[src/rtl/xmul_pipe_vr.sv]
// xmul_pipe_vr: pipelined DATA_W x DATA_W multiplier with valid/ready flow
// control on both sides. Signed/unsigned mode is chosen per operation and a
// user tag rides along with every operation. A stalled output freezes the
// whole pipeline.
// The optional build macro XMUL_ACC_EN adds the in_acc port and a running
// accumulator that is applied as an operation enters the output register.
module xmul_pipe_vr #(
  parameter int DATA_W     = 16,
  parameter int PIPE_DEPTH = 4,
  parameter int TAG_W      = 4
) (
  input  logic                  clk,
  input  logic                  rst_n,
  input  logic                  in_valid,
  output logic                  in_ready,
  input  logic [DATA_W-1:0]     op_a,
  input  logic [DATA_W-1:0]     op_b,
  input  logic                  op_signed,
`ifdef XMUL_ACC_EN
  input  logic                  in_acc,
`endif
  input  logic [TAG_W-1:0]      in_tag,
  output logic                  out_valid,
  input  logic                  out_ready,
  output logic [2*DATA_W-1:0]   product,
  output logic [TAG_W-1:0]      out_tag
);

  localparam int PW = 2 * DATA_W;
  // Control word carried down the pipe: the tag, plus the accumulate flag
  // in the top bit when the accumulator is built in.
`ifdef XMUL_ACC_EN
  localparam int CW = TAG_W + 1;
`else
  localparam int CW = TAG_W;
`endif

  // Extend both operands to PW bits and multiply; the low PW bits are the
  // exact product in either mode.
  function automatic logic [PW-1:0] ext_mul(input logic [DATA_W-1:0] a,
                                            input logic [DATA_W-1:0] b,
                                            input logic              s);
    logic [PW-1:0] ae;
    logic [PW-1:0] be;
    ae = s ? {{DATA_W{a[DATA_W-1]}}, a} : {{DATA_W{1'b0}}, a};
    be = s ? {{DATA_W{b[DATA_W-1]}}, b} : {{DATA_W{1'b0}}, b};
    return ae * be;
  endfunction

  logic          out_valid_r;
  logic [PW-1:0] product_r;
  logic [TAG_W-1:0] out_tag_r;
  logic          adv_s;
  logic [CW-1:0] ctl_in_s;
  logic          src_v_s;
  logic [PW-1:0] src_p_s;
  logic [CW-1:0] src_c_s;
  logic [PW-1:0] res_s;

  // The whole pipe moves only when the output slot is empty or being drained.
  assign adv_s    = !out_valid_r || out_ready;
  assign in_ready = adv_s;

`ifdef XMUL_ACC_EN
  assign ctl_in_s = {in_acc, in_tag};
`else
  assign ctl_in_s = in_tag;
`endif

  generate
    if (PIPE_DEPTH == 1) begin : g_direct
      // Single stage: the output register is loaded straight from the inputs.
      assign src_v_s = in_valid;
      assign src_p_s = ext_mul(op_a, op_b, op_signed);
      assign src_c_s = ctl_in_s;
    end else begin : g_staged
      logic              v1_r;
      logic              s1_r;
      logic [DATA_W-1:0] a1_r;
      logic [DATA_W-1:0] b1_r;
      logic [CW-1:0]     c1_r;
      logic [PW-1:0]     m1_s;

      assign m1_s = ext_mul(a1_r, b1_r, s1_r);

      // Stage 1: capture operands, mode and control word on every advance.
      always_ff @(posedge clk or negedge rst_n) begin
        if (!rst_n) begin
          v1_r <= 1'b0;
          s1_r <= 1'b0;
          a1_r <= '0;
          b1_r <= '0;
          c1_r <= '0;
        end else if (adv_s) begin
          v1_r <= in_valid;
          s1_r <= op_signed;
          a1_r <= op_a;
          b1_r <= op_b;
          c1_r <= ctl_in_s;
        end
      end

      if (PIPE_DEPTH == 2) begin : g_short
        // Product is formed between stage 1 and the output register.
        assign src_v_s = v1_r;
        assign src_p_s = m1_s;
        assign src_c_s = c1_r;
      end else begin : g_long
        localparam int NM = PIPE_DEPTH - 2;
        logic [NM-1:0] v_r;
        logic [PW-1:0] p_r [NM];
        logic [CW-1:0] c_r [NM];

        // Product stages: slot 0 takes the fresh product, later slots shift it on.
        always_ff @(posedge clk or negedge rst_n) begin
          if (!rst_n) begin
            v_r <= '0;
            for (int k = 0; k < NM; k++) begin
              p_r[k] <= '0;
              c_r[k] <= '0;
            end
          end else if (adv_s) begin
            v_r[0] <= v1_r;
            p_r[0] <= m1_s;
            c_r[0] <= c1_r;
            for (int k = 1; k < NM; k++) begin
              v_r[k] <= v_r[k-1];
              p_r[k] <= p_r[k-1];
              c_r[k] <= c_r[k-1];
            end
          end
        end

        assign src_v_s = v_r[NM-1];
        assign src_p_s = p_r[NM-1];
        assign src_c_s = c_r[NM-1];
      end
    end
  endgenerate

`ifdef XMUL_ACC_EN
  logic [PW-1:0] acc_r;

  // Result entering the output register: product plus the running sum when requested.
  always_comb begin
    res_s = src_p_s;
    if (src_c_s[TAG_W]) begin
      res_s = src_p_s + acc_r;
    end else begin
      res_s = src_p_s;
    end
  end

  // Accumulator follows each valid operation that moves into the output register.
  always_ff @(posedge clk or negedge rst_n) begin
    if (!rst_n) begin
      acc_r <= '0;
    end else if (adv_s && src_v_s) begin
      acc_r <= res_s;
    end
  end
`else
  assign res_s = src_p_s;
`endif

  // Output register: loads the last stage on advance, holds while stalled.
  always_ff @(posedge clk or negedge rst_n) begin
    if (!rst_n) begin
      out_valid_r <= 1'b0;
      product_r   <= '0;
      out_tag_r   <= '0;
    end else if (adv_s) begin
      out_valid_r <= src_v_s;
      product_r   <= res_s;
      out_tag_r   <= src_c_s[TAG_W-1:0];
    end
  end

  assign out_valid = out_valid_r;
  assign product   = product_r;
  assign out_tag   = out_tag_r;

endmodule

[config.mk]
export PLATFORM = sky130hd
export DESIGN_NAME = xmul_pipe_vr
export DESIGN_NICKNAME = d
export VERILOG_FILES = /design/src/rtl/xmul_pipe_vr.sv
export SDC_FILE = /design/constraint.sdc
export NUM_CORES = 1
export LEC_CHECK = 0
export ABC_AREA = 1
export ABC_CLOCK_PERIOD_IN_PS = 6440
export CAP_MARGIN = 20
export CORE_AREA = 5 5 216 166
export CTS_BUF_LIST = sky130_fd_sc_hd__clkbuf_8 sky130_fd_sc_hd__clkbuf_16
export CTS_CLUSTER_DIAMETER = 200
export CTS_CLUSTER_SIZE = 30
export DETAILED_ROUTE_END_ITERATION = 10
export DIE_AREA = 0 0 221 171
export HOLD_SLACK_MARGIN = 0.12
export PLACE_DENSITY = 0.86
export SETUP_SLACK_MARGIN = 0.02
export SLEW_MARGIN = 20
export SYNTH_ARGS = -nofsm -noshare
export SYNTH_HDL_FRONTEND = slang
export SYNTH_SLANG_ARGS = --single-unit
[constraint.sdc]
create_clock -name clk -period 6.44 [get_ports clk]
set_clock_uncertainty 0.15 [all_clocks]
set_input_delay 1.288 -clock clk [delete_from_list [all_inputs] [get_ports clk]]
set_output_delay 1.288 -clock clk [all_outputs]
set_load 0.005 [all_outputs]
### Yosys cells after proc, flatten, opt, wreduce, memory -nomap -nowiden

Cells that the tools add are included.

* flip-flop bits (word level): 149
* word-level logic and storage cells: 18

* multipliers: 1
* mux-type cells: 2
* reductions and logical operators: 2

Operators by type and width (count)
* $mux 32: 2
* $mul 32x32->32: 1
* $logic_not 1->1: 1
* $logic_or 1x1->1: 1

### Longest topological paths before layout

Gate-level depths: netlist of run 1.

* depth after elaboration: 2
* mapped depth: 38
* depth with buffers taken out: 36

### Worst setup path after synthesis of run 1

No wires, ideal clock.

* kind: flip-flop to flip-flop
* from: register g_staged.s1_r
* to: register g_staged.g_long.p_r[63] (netlist name)
* data arrival time: 6867 ps
* data required time: 6173 ps
* path slack: -694 ps
* stages on the path, launching flop included: 28
* path buffers: 2
* clock period less this slack: 7134 ps
* cell sequence: dfrtp_1 -> buf_6 -> nand2_1 -> clkbuf_1 -> nor2_1 -> inv_1 -> fa_1 -> fa_1 -> inv_1 -> fa_1 -> inv_1 -> fa_1 -> fa_1 -> inv_1 -> fa_1 -> inv_1 -> fa_1 -> inv_1 -> fa_1 -> ha_1 -> inv_1 -> nor3_1 -> nand2_1 -> or2_2 -> nand3_1 -> nand3_1 -> nand3_1 -> nand2_1

* longest elaborated chain between the ends: 2
* elaborated cells on any way between the ends: 3
* classes of those cells: mul (1); mux (2)

RTL lines
* start: declaration: RTL line 78 `logic s1_r;`
* start signal: assignment: RTL line 96 `s1_r <= op_signed;`
* $mux 32 (on tied branches): RTL line 45, 46
* $mul 32x32->32 *: RTL line 47 `return ae * be;`
* end signal: indexed assignment: RTL line 128 `p_r[k] <= p_r[k-1];`
* end: declaration: RTL line 111 `logic [PW-1:0] p_r [NM];`

Mark *: on every way between the ends. The rest lies on a longest branch, timed or not.
A chain may end at the register's enable or synchronous reset.

### Final worst setup path of run 1

* from: register g_staged.s1_r
* to: register g_staged.g_long.p_r[55] (netlist name)

The elaborated chain is that of the path after synthesis.

==> results.md, run 1 <==
- Outcome: finished, violations left
- Failing checks: negative setup slack
- Final Hold Viols: 0
- Cell area after synthesis: 0.0191 mm²
- Synth Instances: 2319
- P&R area growth vs syn: 24.8%
- YS warnings: 0
- Worst Reg2Reg Path Length in Cells: 24
- Buf/Inv on CP: 6
- Post-synthesis sequential area ratio: 19.5%
- TritonRoute pass-1 iters: 6
- Finish-stage setup viols: 13
- Wire per inst: 18.1 µm
- Nets: 3083
- Dpl ws: -0.650 ns
- Die width: 221 µm
- Worst skew pair latency: 0.46 ns
- GRT Total Usage: 29.0%
- Routed vias: 16300
- Initial drt markers: 1438
- CTS tree: done
- Slowest library cell on the worst path: fa_2
- Worst path depth: 24
- Hold/Removal Path Class: flop to flop
- Layout cells sized above 1: 20.0%
- Initial antenna violation count: 0
- GPL Wtd Cong: 0.934
- Delay of the slowest cell on the worst path: 0.60 ns
- CTS sink cnt: 149
- Clk root buf: clkbuf_16
- Hold depth: 2
- Chip height: 171 µm
- Relative slew slack: 35.7%
- Final Critical Period: 6.93 ns
- Num rows: 59
- Largest net degree at the start of global routing: 85
- WS Path Type: flop to flop
- Inserted Clock Buffers: 17
- Synth Net Count: 2822
- Cell family with most CP delay: adder cells
- Antenna cells: 0
- Hpwl dp: 41300 µm
- Initial Util: 56.5%
- First-pass GRT wire length: 87100 µm
- Crit Path Max Fanout: 5
- Fillers: 2394
- Vias in the first global route: 17500
- CTS clock-pin slew for the worst setup and hold paths: 0.07 ns
- Period utilization: 108%
- Setup TNS: -4.39 ns
- Commonest cells after routing, fill and taps aside: nand2_1, inv_1, fa_1
- WL final: 55300 µm
- Avg Vias per Cell: 5.34
- Fmax: 0.144 GHz
- RSZ-0062 raised after global routing: yes
- Required @ worst endpoint: 6.59 ns
- Clock buffer depth: 2
- GR Overflow Total: 0
- DRC errors left: 0
- Max-cap violations: 0
- Most frequent cell on the critical path: fa_1
- Crit end category: flop
- Core area: 0.0338 mm²
- Worst Tran Pin Value: 0.964 ns
- Distinct cells, synth: 45
- Most common cell after layout, fill and taps aside: nand2_1
- Routed Antenna Nets: 0
- Setup ws final: -0.493 ns
- Input/output buffers: 78
- IO Pins: 79
- Data arrival at the endpoint of the critical path: 7.08 ns
- Crit path cell chain: buf_6, nand2_8, nor2_4, inv_2, fa_2, fa_1, inv_2, fa_2, buf_4, fa_1, fa_1, fa_1, fa_1, fa_2, ha_4, a21oi_2, o21ai_1, a21oi_2, nand3_2, buf_6, buf_6, or2_4, nand3_1, o21ai_1
- H-tree levels: 4
- Die area: 0.0378 mm²
- Post-Syn Area per Cell: 8.24 µm²
- FF+latch count, synth: 149
- CP Launch Type: flop
- Final Max Tran Viols: 0
==> layout make-up <==
class                   instances  area, µm²  share of cell area, %
clock buffers                  17        425                   1.78
clock inverters                15        170                  0.714
inverters                     589       2220                   9.32
multi-input cells            1482      13600                   57.2
flip-flops and latches        149       3740                   15.7
well taps                     457        572                   2.40
repair buffers                341       3080                   12.9
==> metrics by stage <==
step | hold WS (ns) | area, µm² | instances | util, %
floorplan | 0.270 | 19300 | 2319 | -
global placement | 0.284 | 22000 | 2966 | 65.1
detailed placement | 0.288 | 22000 | 2966 | 65.1
CTS | 0.297 | 23100 | 3023 | 68.4
global route | 0.334 | 23800 | 3050 | 70.5
finish | 0.298 | 23800 | 3050 | 70.5
==> path summary, 6_finish.rpt <==
check / slack (ns) / start / endpoint
setup / recovery: -0.49 / g_staged.s1_r / g_staged.g_long.p_r[55]
hold / removal: 0.30 / g_staged.g_long.v_r[1] / out_valid
setup reg to reg: -0.49 / g_staged.s1_r / g_staged.g_long.p_r[55]
hold reg to reg: 0.30 / g_staged.g_long.v_r[1] / out_valid
max in group asynchronous: 3.84 / rst_n / g_staged.a1_r[14]
min in group asynchronous: 0.71 / rst_n / g_staged.b1_r[10]
==> routing by layer <==
metal | global-route usage, % | vias up | wire length (µm)
li1 | - | 7225 | -
met1 | 34.7 | 8016 | 20100
met2 | 51.5 | 812 | 27900
met3 | 5.68 | 235 | 4350
met4 | 12.8 | 0 | 2970
met5 | 0 | - | 0
==> flip-flops by register name, indices dropped and copies added, names as in the netlist, 2 cells and up <==
signal               cells
g_staged.b1_r           16
out_tag                  4
g_staged.g_long.p_r     32
g_staged.c1_r            4
res_s                   32
product                 32
g_staged.a1_r           16
g_staged.g_long.c_r      4
src_c_s                  4
g_staged.g_long.v_r      2
==> cells in the mapped netlist, drive strengths merged <==
master,number,share of area (%)
a31o,1,0.046
a211oi,1,0.039
nand4,10,0.48
a21o,10,0.39
dfrtp,149,20
ha,129,8.4
o211ai,1,0.039
o211a,1,0.052
o21a,1,0.039
buf,18,0.62
nand3b,1,0.039
a21boi,2,0.098
or2,12,0.39
nand3,52,1.4
clkbuf,81,1.6
fa,333,35
a31oi,4,0.13
nand2,693,14
inv,587,12
and3,1,0.033
nor2,67,1.4
xnor2,12,0.55
o31ai,2,0.079
xor2,11,0.50
clkinv,2,0.052
o21ai,89,2.4
nor4,1,0.033
nor3,5,0.13
a21oi,43,1.2
==> tightest hold or removal path, delay by kind of cell (launching register included) <==
kind          cells  cell delay [ns]
buf+inv           1             0.05
simple gates      1             0.05
flops             1             0.32
==> what timing repair did <==
item	in CTS	in global routing
endpoints found under the setup margin	16	19
gates cloned	0	2
gates resized for setup	93	135
pin swaps	79	72
setup buffers	26	26
hold buffers	0	0
==> logic make-up (layout without fill, tap and decap cells) <==
logic type	Yosys count	count (layout)	synth area share [%]
and+or+nand+nor	842	842	17.8
buffers and inverters	688	962	13.8
adders and majority gates	462	462	43.3
AOI/OAI and AO/OA	155	155	4.49
DFF	149	149	19.5
xor gates and xnor gates	23	23	1.05
Power of run 1 is left out: the tool's default activity adds up to more than one toggle a clock period on the data nets, which glitch-free logic cannot reach.
==> run 2, diff against run 1 <==
- CORE_AREA: 5 5 216 166 -> 5 5 239 183
- DIE_AREA: 0 0 221 171 -> 0 0 244 188
- PLACE_DENSITY: 0.86 -> 0.73
==> run 2 against run 1 <==
Worst hold slack gained 0.0079 ns; critical path depth is 2 higher; sequential share of layout area fell by 0.16 points; the run still ends with negative setup slack left; cell count increased by 2.3%; highest routed layer unchanged; global-route usage is 5.6 points lower.
==> results.md, run 2 (synthesized netlist as in run 1, its figures left out) <==
- Crit Path Max Fanout: 7
- Outcome: finished, violations left
- Initial drt markers: 990
- Data arrival at the endpoint of the critical path: 6.94 ns
- Setup ws final: -0.335 ns
- Chip height: 188 µm
- GR Overflow Total: 0
- Crit end category: flop
- Worst skew pair latency: 0.44 ns
- Commonest cells after routing, fill and taps aside: nand2_1, inv_1, fa_1
- Finish-stage setup viols: 12
- Required @ worst endpoint: 6.61 ns
- Antenna cells: 0
- Vias in the first global route: 16900
- GRT Total Usage: 23.3%
- RSZ-0062 raised after global routing: yes
- WS Path Type: flop to flop
- IO Pins: 79
- Initial Util: 46.2%
- Final Critical Period: 6.78 ns
- Avg Vias per Cell: 4.95
- Routed vias: 15500
- TritonRoute pass-1 iters: 5
- Die width: 244 µm
- CTS sink cnt: 149
- Failing checks: negative setup slack
- WL final: 52900 µm
- H-tree levels: 4
- Input/output buffers: 78
- Largest net degree at the start of global routing: 91
- Core area: 0.0413 mm²
- Inserted Clock Buffers: 17
- Nets: 3074
- Worst Tran Pin Value: 0.948 ns
- Initial antenna violation count: 0
- Routed Antenna Nets: 0
- Hold/Removal Path Class: flop to flop
- CTS clock-pin slew for the worst setup and hold paths: 0.08 ns
- Period utilization: 105%
- CP Launch Type: flop
- Hold slack: 0.306 ns
- Hpwl dp: 41600 µm
- Most common cell after layout, fill and taps aside: nand2_1
- Wire per inst: 17.0 µm
- Clock buffer depth: 2
- Final Hold Viols: 0
- Fmax: 0.148 GHz
- Relative slew slack: 36.8%
- Max-cap violations: 0
- First-pass GRT wire length: 85300 µm
- Final Max Tran Viols: 0
- DRC errors left: 0
- Die area: 0.0459 mm²
- Clk root buf: clkbuf_16
- P&R area growth vs syn: 26.0%
- GPL Wtd Cong: 0.961
- CTS tree: done
- Num rows: 65
- Layout cells sized above 1: 20.5%
## run 2: cell count changes in the layout (fill, tap and decap cells not counted), moves of 6 or more
cell,previous run,this run
buf_4,211,204
inv_2,33,45
nand3_2,16,9
ha_4,21,28
buf_6,35,23
buf_12,14,22
inv_1,551,539
nor2_1,43,36
ha_1,105,99
## run 2: layout make-up
cell class,count,area [µm²]
multi-input cells,1483,13800
inverters,589,2220
fillers,3504,17300
repair buffers,331,3070
clock inverters,15,175
flip-flops and latches,149,3740
well taps,536,671
clock buffers,17,425
## run 2: through the flow
stage / setup TNS, ns / util (%) / worst slack [ns] / instances / area [µm²]
5_1_grt: -5.46 / 58.2 / -0.544 / 3120 / 24100
3_5_place_dp: -4.52 / 53.7 / -0.469 / 3041 / 22200
6_report: -2.87 / 58.2 / -0.335 / 3120 / 24100
4_1_cts: -3.03 / 56.2 / -0.311 / 3089 / 23200
2_1_floorplan: -1.22 / - / -0.214 / 2319 / 19300
3_3_place_gp: -2.87 / 53.7 / -0.363 / 3041 / 22200
## run 2: critical path, stage by stage (launching register included)
cell and delay, ns:
dfrtp_2 0.43, buf_12 0.15, nand2_2 0.08, inv_2 0.04
fa_1 0.51, fa_1 0.44, fa_1 0.52, inv_2 0.05
fa_1 0.56, inv_2 0.04, fa_1 0.49, inv_2 0.04
fa_2 0.56, inv_2 0.04, fa_2 0.54, fa_1 0.46
ha_4 0.33, nand2_1 0.11, o21ai_2 0.18, a21oi_2 0.09
buf_4 0.13, buf_4 0.13, or2_4 0.24, nand3_2 0.08
nand3_1 0.08, nand3_1 0.08, nand2_1 0.07
## run 2: metal layers
metal	routed length, µm	GRT usage [%]
met1	22000	30.1
met2	25900	39.9
met3	3320	4.47
met4	1670	7.51
met5	0	0
## run 2: what timing repair did
action | 4_1_cts | 5_1_grt
gates resized for setup | 78 | 162
hold buffers | 0 | 0
setup endpoints to repair | 14 | 20
pin swaps | 45 | 118
cloned | 1 | 2
buffers inserted | 15 | 33
## run 2: final timing paths
kind	startpoint	endpoint	slack, ns	depth (start not counted)
setup / recovery	g_staged.a1_r[12]	g_staged.g_long.p_r[63]	-0.34	26
setup reg to reg	g_staged.a1_r[12]	g_staged.g_long.p_r[63]	-0.34	26
hold / removal	res_s[17]	product[17]	0.31	2
min in group asynchronous	rst_n	g_staged.b1_r[6]	0.76	1
max in group asynchronous	rst_n	g_staged.b1_r[15]	3.94	2
hold reg to reg	res_s[17]	product[17]	0.31	2
Power of run 2 is left out for the same reason.
